--- src/rtl/top_memoryaccess_pkg.sv ---
// Shared constants for the memory-access stage: decoded-op field positions,
// load/store width codes and FSM state encoding.
package top_memoryaccess_pkg;

  localparam int unsigned USE_LOAD_BIT  = 0;
  localparam int unsigned USE_STORE_BIT = 1;
  localparam int unsigned FUNCT3_BIT_L  = 2;
  localparam int unsigned FUNCT3_BIT_M  = 4;

  localparam logic [2:0] F3_B  = 3'b000;
  localparam logic [2:0] F3_H  = 3'b001;
  localparam logic [2:0] F3_W  = 3'b010;
  localparam logic [2:0] F3_BU = 3'b100;
  localparam logic [2:0] F3_HU = 3'b101;

  typedef enum logic {
    StIdle,
    StAccess
  } state_e;

endpackage

--- src/rtl/top_memoryaccess_mem_lane_align.sv ---
// Byte-lane steering for the data-memory port: store enables/replication,
// load extraction with sign/zero extension, and alignment/width legality.
module mem_lane_align
  import top_memoryaccess_pkg::*;
#(
  parameter int unsigned XLEN = 32
) (
  input  logic [2:0]      funct3_i,
  input  logic [1:0]      addr_i,
  input  logic [XLEN-1:0] rs2_i,
  input  logic [XLEN-1:0] rdata_i,
  output logic [3:0]      be_o,
  output logic [XLEN-1:0] wdata_o,
  output logic [XLEN-1:0] load_ext_o,
  output logic            misalign_o
);

  logic [XLEN-1:0] shifted;

  // Bring the addressed byte/halfword down to bit 0 before extending.
  assign shifted = rdata_i >> {addr_i, 3'b000};

  always_comb begin
    be_o       = 4'b1111;
    wdata_o    = rs2_i;
    load_ext_o = shifted;
    misalign_o = 1'b0;
    case (funct3_i)
      F3_B: begin
        be_o       = 4'b0001 << addr_i;
        wdata_o    = {(XLEN/8){rs2_i[7:0]}};
        load_ext_o = {{(XLEN-8){shifted[7]}}, shifted[7:0]};
      end
      F3_BU: begin
        be_o       = 4'b0001 << addr_i;
        wdata_o    = {(XLEN/8){rs2_i[7:0]}};
        load_ext_o = {{(XLEN-8){1'b0}}, shifted[7:0]};
      end
      F3_H: begin
        be_o       = 4'b0011 << addr_i;
        wdata_o    = {(XLEN/16){rs2_i[15:0]}};
        load_ext_o = {{(XLEN-16){shifted[15]}}, shifted[15:0]};
        misalign_o = addr_i[0];
      end
      F3_HU: begin
        be_o       = 4'b0011 << addr_i;
        wdata_o    = {(XLEN/16){rs2_i[15:0]}};
        load_ext_o = {{(XLEN-16){1'b0}}, shifted[15:0]};
        misalign_o = addr_i[0];
      end
      F3_W: begin
        misalign_o = (addr_i != 2'b00);
      end
      default: begin
        misalign_o = 1'b1;
      end
    endcase
  end

endmodule

--- src/rtl/top_memoryaccess.sv ---
// Memory-access stage: runs load/store handshakes on the data-memory port,
// stalls the phase while outstanding, and registers the bundle for writeback.
module top_memoryaccess
  import top_memoryaccess_pkg::*;
#(
  parameter int unsigned XLEN    = 32,
  parameter int unsigned OPLEN   = 9,
  parameter int unsigned TIMEOUT = 16
) (
  input  logic             clk,
  input  logic             rst,
  input  logic             phase_memoryaccess,
  input  logic [OPLEN-1:0] decoded_op_em,
  input  logic             jump_state_em,
  input  logic [4:0]       rdsel_em,
  input  logic [XLEN-1:0]  next_pc_em,
  input  logic [XLEN-1:0]  alu_out_em,
  input  logic [XLEN-1:0]  rs2data_em,
  output logic             dmem_req,
  output logic             dmem_we,
  output logic [XLEN-1:0]  dmem_addr,
  output logic [3:0]       dmem_be,
  output logic [XLEN-1:0]  dmem_wdata,
  input  logic [XLEN-1:0]  dmem_rdata,
  input  logic             dmem_ready,
  output logic             stall_memoryaccess,
  output logic [OPLEN-1:0] decoded_op_mw,
  output logic             jump_state_mw,
  output logic [4:0]       rdsel_mw,
  output logic [XLEN-1:0]  next_pc_mw,
  output logic [XLEN-1:0]  alu_out_mw,
  output logic [XLEN-1:0]  mem_rdata_mw,
  output logic             misalign_err_mw,
  output logic             bus_err_mw
);

  localparam int unsigned CntW = (TIMEOUT > 1) ? $clog2(TIMEOUT) : 1;

  state_e state_q, state_d;
  logic [CntW-1:0] cnt_q, cnt_d;

  // Transaction latched on entry to ACCESS.
  logic [OPLEN-1:0] op_q, op_d;
  logic             jump_q, jump_d;
  logic [4:0]       rdsel_q, rdsel_d;
  logic [XLEN-1:0]  npc_q, npc_d;
  logic [XLEN-1:0]  alu_q, alu_d;
  logic [XLEN-1:0]  rs2_q, rs2_d;

  // Writeback bundle.
  logic [OPLEN-1:0] op_mw_q, op_mw_d;
  logic             jump_mw_q, jump_mw_d;
  logic [4:0]       rdsel_mw_q, rdsel_mw_d;
  logic [XLEN-1:0]  npc_mw_q, npc_mw_d;
  logic [XLEN-1:0]  alu_mw_q, alu_mw_d;
  logic [XLEN-1:0]  rdata_mw_q, rdata_mw_d;
  logic             mis_mw_q, mis_mw_d;
  logic             bus_mw_q, bus_mw_d;

  logic             in_access;
  logic             em_is_mem;
  logic             cnt_at_limit;
  logic [OPLEN-1:0] sel_op;
  logic [XLEN-1:0]  sel_alu;
  logic [XLEN-1:0]  sel_rs2;
  logic [3:0]       lane_be;
  logic [XLEN-1:0]  lane_wdata;
  logic [XLEN-1:0]  lane_load_ext;
  logic             lane_misalign;

  assign in_access    = (state_q == StAccess);
  assign em_is_mem    = decoded_op_em[USE_LOAD_BIT] | decoded_op_em[USE_STORE_BIT];
  assign cnt_at_limit = (cnt_q == CntW'(TIMEOUT - 1));

  // The aligner checks the incoming op while idle and steers the latched one in ACCESS.
  assign sel_op  = in_access ? op_q  : decoded_op_em;
  assign sel_alu = in_access ? alu_q : alu_out_em;
  assign sel_rs2 = in_access ? rs2_q : rs2data_em;

  mem_lane_align #(
    .XLEN(XLEN)
  ) u_lane_align (
    .funct3_i  (sel_op[FUNCT3_BIT_M:FUNCT3_BIT_L]),
    .addr_i    (sel_alu[1:0]),
    .rs2_i     (sel_rs2),
    .rdata_i   (dmem_rdata),
    .be_o      (lane_be),
    .wdata_o   (lane_wdata),
    .load_ext_o(lane_load_ext),
    .misalign_o(lane_misalign)
  );

  assign dmem_req   = in_access;
  assign dmem_we    = in_access & op_q[USE_STORE_BIT];
  assign dmem_addr  = {alu_q[XLEN-1:2], 2'b00};
  assign dmem_be    = op_q[USE_STORE_BIT] ? lane_be : 4'b1111;
  assign dmem_wdata = lane_wdata;

  always_comb begin
    state_d            = state_q;
    cnt_d              = cnt_q;
    op_d               = op_q;
    jump_d             = jump_q;
    rdsel_d            = rdsel_q;
    npc_d              = npc_q;
    alu_d              = alu_q;
    rs2_d              = rs2_q;
    op_mw_d            = op_mw_q;
    jump_mw_d          = jump_mw_q;
    rdsel_mw_d         = rdsel_mw_q;
    npc_mw_d           = npc_mw_q;
    alu_mw_d           = alu_mw_q;
    rdata_mw_d         = rdata_mw_q;
    mis_mw_d           = mis_mw_q;
    bus_mw_d           = bus_mw_q;
    stall_memoryaccess = 1'b0;
    case (state_q)
      StIdle: begin
        if (phase_memoryaccess) begin
          if (em_is_mem && !lane_misalign) begin
            stall_memoryaccess = 1'b1;
            op_d               = decoded_op_em;
            jump_d             = jump_state_em;
            rdsel_d            = rdsel_em;
            npc_d              = next_pc_em;
            alu_d              = alu_out_em;
            rs2_d              = rs2data_em;
            cnt_d              = '0;
            state_d            = StAccess;
          end else begin
            // Non-memory ops and rejected accesses retire in a single cycle.
            op_mw_d    = decoded_op_em;
            jump_mw_d  = jump_state_em;
            rdsel_mw_d = rdsel_em;
            npc_mw_d   = next_pc_em;
            alu_mw_d   = alu_out_em;
            rdata_mw_d = '0;
            mis_mw_d   = em_is_mem;
            bus_mw_d   = 1'b0;
          end
        end
      end
      StAccess: begin
        if (dmem_ready || cnt_at_limit) begin
          op_mw_d    = op_q;
          jump_mw_d  = jump_q;
          rdsel_mw_d = rdsel_q;
          npc_mw_d   = npc_q;
          alu_mw_d   = alu_q;
          mis_mw_d   = 1'b0;
          bus_mw_d   = ~dmem_ready;
          rdata_mw_d = (dmem_ready && op_q[USE_LOAD_BIT]) ? lane_load_ext : '0;
          state_d    = StIdle;
        end else begin
          cnt_d              = cnt_q + CntW'(1);
          stall_memoryaccess = 1'b1;
        end
      end
      default: begin
        state_d = StIdle;
      end
    endcase
  end

  always_ff @(posedge clk) begin
    if (rst) begin
      state_q    <= StIdle;
      cnt_q      <= '0;
      op_q       <= '0;
      jump_q     <= 1'b0;
      rdsel_q    <= '0;
      npc_q      <= '0;
      alu_q      <= '0;
      rs2_q      <= '0;
      op_mw_q    <= '0;
      jump_mw_q  <= 1'b0;
      rdsel_mw_q <= '0;
      npc_mw_q   <= '0;
      alu_mw_q   <= '0;
      rdata_mw_q <= '0;
      mis_mw_q   <= 1'b0;
      bus_mw_q   <= 1'b0;
    end else begin
      state_q    <= state_d;
      cnt_q      <= cnt_d;
      op_q       <= op_d;
      jump_q     <= jump_d;
      rdsel_q    <= rdsel_d;
      npc_q      <= npc_d;
      alu_q      <= alu_d;
      rs2_q      <= rs2_d;
      op_mw_q    <= op_mw_d;
      jump_mw_q  <= jump_mw_d;
      rdsel_mw_q <= rdsel_mw_d;
      npc_mw_q   <= npc_mw_d;
      alu_mw_q   <= alu_mw_d;
      rdata_mw_q <= rdata_mw_d;
      mis_mw_q   <= mis_mw_d;
      bus_mw_q   <= bus_mw_d;
    end
  end

  assign decoded_op_mw   = op_mw_q;
  assign jump_state_mw   = jump_mw_q;
  assign rdsel_mw        = rdsel_mw_q;
  assign next_pc_mw      = npc_mw_q;
  assign alu_out_mw      = alu_mw_q;
  assign mem_rdata_mw    = rdata_mw_q;
  assign misalign_err_mw = mis_mw_q;
  assign bus_err_mw      = bus_mw_q;

endmodule

--- config.mk ---
export PLATFORM = sky130hd
export DESIGN_NAME = top_memoryaccess
export DESIGN_NICKNAME = d
export VERILOG_FILES = /design/src/rtl/top_memoryaccess_pkg.sv /design/src/rtl/top_memoryaccess_mem_lane_align.sv /design/src/rtl/top_memoryaccess.sv
export SDC_FILE = /design/constraint.sdc
export NUM_CORES = 1
export LEC_CHECK = 0
export CAP_MARGIN = 20
export CORE_UTILIZATION = 44
export CTS_BUF_LIST = sky130_fd_sc_hd__clkbuf_8
export CTS_CLUSTER_DIAMETER = 30
export CTS_CLUSTER_SIZE = 25
export DETAILED_ROUTE_END_ITERATION = 10
export GPL_TIMING_DRIVEN = 0
export MAX_ROUTING_LAYER = met4
export PLACE_DENSITY = 0.79
export RECOVER_POWER = 50
export SLEW_MARGIN = 15
export SYNTH_ARGS = -nofsm -noshare
export SYNTH_HDL_FRONTEND = slang
export SYNTH_SLANG_ARGS = --single-unit
--- constraint.sdc ---
create_clock -name clk -period 1.96 [get_ports clk]
set_input_delay 0.392 -clock clk [delete_from_list [all_inputs] [get_ports clk]]
set_output_delay 0.392 -clock clk [all_outputs]
set_load 0.02 [all_outputs]
==> results.json <==
{
  "rows": 57,
  "cp_max_fo": 10,
  "cts.root.buffer_cell": "clkbuf_8",
  "wl_um": 46600,
  "cts_tree": "built",
  "core-area_um2": 24200,
  "layout_setup_ws_ns": -1.01,
  "clock-sinks": 229,
  "holdWs_ns": 0.176,
  "fillCellCount": 1621,
  "areaGrowthSynthToFinish_pct": 64.3,
  "htree_num_levels": 2,
  "worstPathArrival_ns": 2.57,
  "hpwlAfterDp_um": 26900,
  "path_class": "reg2out",
  "irDropWorstVdd_v": 0.000568,
  "max_freq_mhz": 337,
  "numCtsBuffers": 51,
  "port_buffers": 326,
  "hp-class": "in2reg",
  "finalNetCount": 1854,
  "final_cell_mix": "287 x clkdlybuf4s50_1, 268 x nand2_1, 228 x dfxtp_1",
  "critPathCaptureType": "output port",
  "postCtsHoldBufs": 0,
  "leakagePower_nw": 6.84,
  "insertion_delay_ns": 0.58,
  "grt_pass1_wl_um": 63100,
  "maxSlewHeadroom": 0.424,
  "ys_seq_area_frac": 0.422,
  "violations": "setup timing",
  "worstMarginPinSlew_ns": 0.864,
  "avgRoutedWirePerCell_um": 22.5,
  "layout_worst_path_cycle_share": 1.51,
  "period_minus_slack_ns": 2.97,
  "netlist_instances": 1242,
  "gp_congestion": 0.915,
  "start_util": 0.449,
  "clock_path_buffers": 3,
  "num_vias": 12200,
  "io_pins": 331,
  "die_x_um": 159,
  "drive_gt1_frac": 0.297,
  "yosysWarnings": 0,
  "dr.pass1.iters": 6,
  "grt_overflow": 0,
  "ys_types": 50,
  "slew_viol_final": 0,
  "syn_area_um2": 10900,
  "outcome": "finished, violations left",
  "die_h_um": 159,
  "finClkSkew_ns": 0.0336,
  "grt_pass1_vias": 11600,
  "drc": 0,
  "grt_usage": 0.323,
  "hold_viol_final": 0,
  "dp_slack_ns": -1.54,
  "antenna_found_initial": 0,
  "grt_max_degree": 14,
  "finalSetupViolCount": 315,
  "maxCapViolations": 0,
  "ant_nets": 0,
  "pwr_density_cell_nw_per_um2": 971,
  "drtIter0Drc": 1080,
  "critPathRequiredTime_ns": 1.57,
  "synth.avg_cell_area_um2": 8.76,
  "final_common_cell": "clkdlybuf4s50_1",
  "vias_per_cell": 5.86,
  "startpoint_type": "register",
  "antennaDiodeCount": 0,
  "ys_seq_elements": 229,
  "rsz0062_at_grt": "yes",
  "dieArea_um2": 25300,
  "cts.clk_slew.worst_paths_ns": 0.07
}
## power breakdown
part / switching (W) / total, W / internal, W
combinational: 0.00280 / 0.00516 / 0.00237
sequential: 0.000275 / 0.00535 / 0.00507
clock: 0.00241 / 0.00685 / 0.00445
total: 0.00548 / 0.0174 / 0.0119
## path summary, 6_finish.rpt
| path | start | endpoint | slack [ns] | cells after the start |
|---|---|---|---|---|
| max | op_q[3] | stall_memoryaccess | -1.01 | 8 |
| min | alu_out_em[0] | alu_q[0] | 0.18 | 3 |
| max reg2reg | op_q[3] | rs2_q[25] | -0.75 | 9 |
| min reg2reg | misalign_err_mw | misalign_err_mw | 0.45 | 2 |
## what timing repair did
action	4_1_cts	5_1_grt
setup buffers	47	34
endpoints found under the hold margin	0	0
resized for setup	363	108
cloned	4	3
endpoints found under the setup margin	316	357
pin swaps	33	23
## state kept, by name, summed over array words and instances, names as in the netlist
name,cells
alu_out_mw,32
alu_q,32
bus_err_mw,1
cnt_q,4
decoded_op_mw,9
dmem_req,1
jump_q,1
jump_state_mw,1
mem_rdata_mw,32
misalign_err_mw,1
next_pc_mw,32
npc_q,32
op_q,9
rdsel_mw,5
rdsel_q,5
rs2_q,32
## layer usage
metal,GRT usage,up-vias,share of wire
li1,-,5330,-
met2,0.536,871,0.46
met3,0.0789,269,0.10
met1,0.370,5683,0.38
met4,0.141,0,0.058
met5,-,-,0
## Yosys cell counts, drive strengths merged
library cell  instances  area, um2
clkbuf               50        188
nand3b                1       7.51
o22ai                 7       43.8
nand2b                4       25.0
nor4                  1       6.26
a211oi               79        983
a32oi                16        140
o32ai                 2       17.5
conb                  1       3.75
ha                    1       12.5
nor2                 25        101
o311ai                1       8.76
nand2               280       1050
nand4                 2       12.5
and2                  5       31.3
nand4b                2       17.5
o221a                 1       11.3
o21bai                1       7.51
o211ai                9       67.6
a32o                  7       70.1
mux2                 13        150
nor3                  6       30.0
a21o                  3       22.5
nand3                32        160
and3                  1       6.26
o2bb2ai               8       70.1
nor2b                 3       18.8
and4b                 1       10.0
a21boi                1       7.51
nor3b                 1       7.51
o21ai                20        100
a2111oi               1       27.5
or4                   1       7.51
nor4b                 1       8.76
o31ai                 2       15.0
a31oi                10       62.6
dfxtp               229       4580
inv                   3       11.3
buf                  96        647
a21oi               209       1050
mux2i               106       1070
## final cells by class
type	count	area, um2	area share
Tap cell	324	405	0.0227
Clock inverter	35	489	0.0274
Buffer	145	1210	0.0678
Sequential cell	229	4590	0.257
Multi-Input combinational cell	865	6170	0.345
Timing Repair Buffer	411	4160	0.233
Inverter	3	11.3	0.000630
Clock buffer	61	840	0.0470
## critical path, cell delays in order (launching register included)
cell and delay [ns]:
dfxtp_1 0.33, buf_2 0.21, nor3b_1 0.69, a2111oi_4 0.09
a21o_1 0.21, buf_6 0.13, buf_12 0.14, nand2_4 0.06
buf_6 0.13
## cell families (layout without fill, tap and decap cells)
kind of cell | after synthesis | after routing | share of synthesized area
AND/OR/NAND/NOR | 366 | 366 | 0.138
other | 1 | 2 | 0.000345
multiplexers | 119 | 119 | 0.112
adder cells (fa/ha/maj) | 1 | 1 | 0.00115
AO/OA/AOI/OAI | 377 | 377 | 0.249
flip-flops | 229 | 229 | 0.422
buffers and inverters | 149 | 655 | 0.0778
## per-stage QoR
stage / util / cell area (um2) / total power [W] / std cells / TNS [ns]
finish: 0.737 / 17900 / 0.0174 / 2073 / -157.21
global placement: 0.609 / 14800 / 0.00954 / 1893 / -211.08
floorplan: - / 11100 / 0.00787 / 1243 / -0.463
global route: 0.737 / 17900 / 0.0179 / 2073 / -161.80
detailed placement: 0.609 / 14800 / 0.00962 / 1893 / -216.88
CTS: 0.706 / 17100 / 0.0168 / 2039 / -63.08
Note: power is estimated with default switching activity, not from simulation.
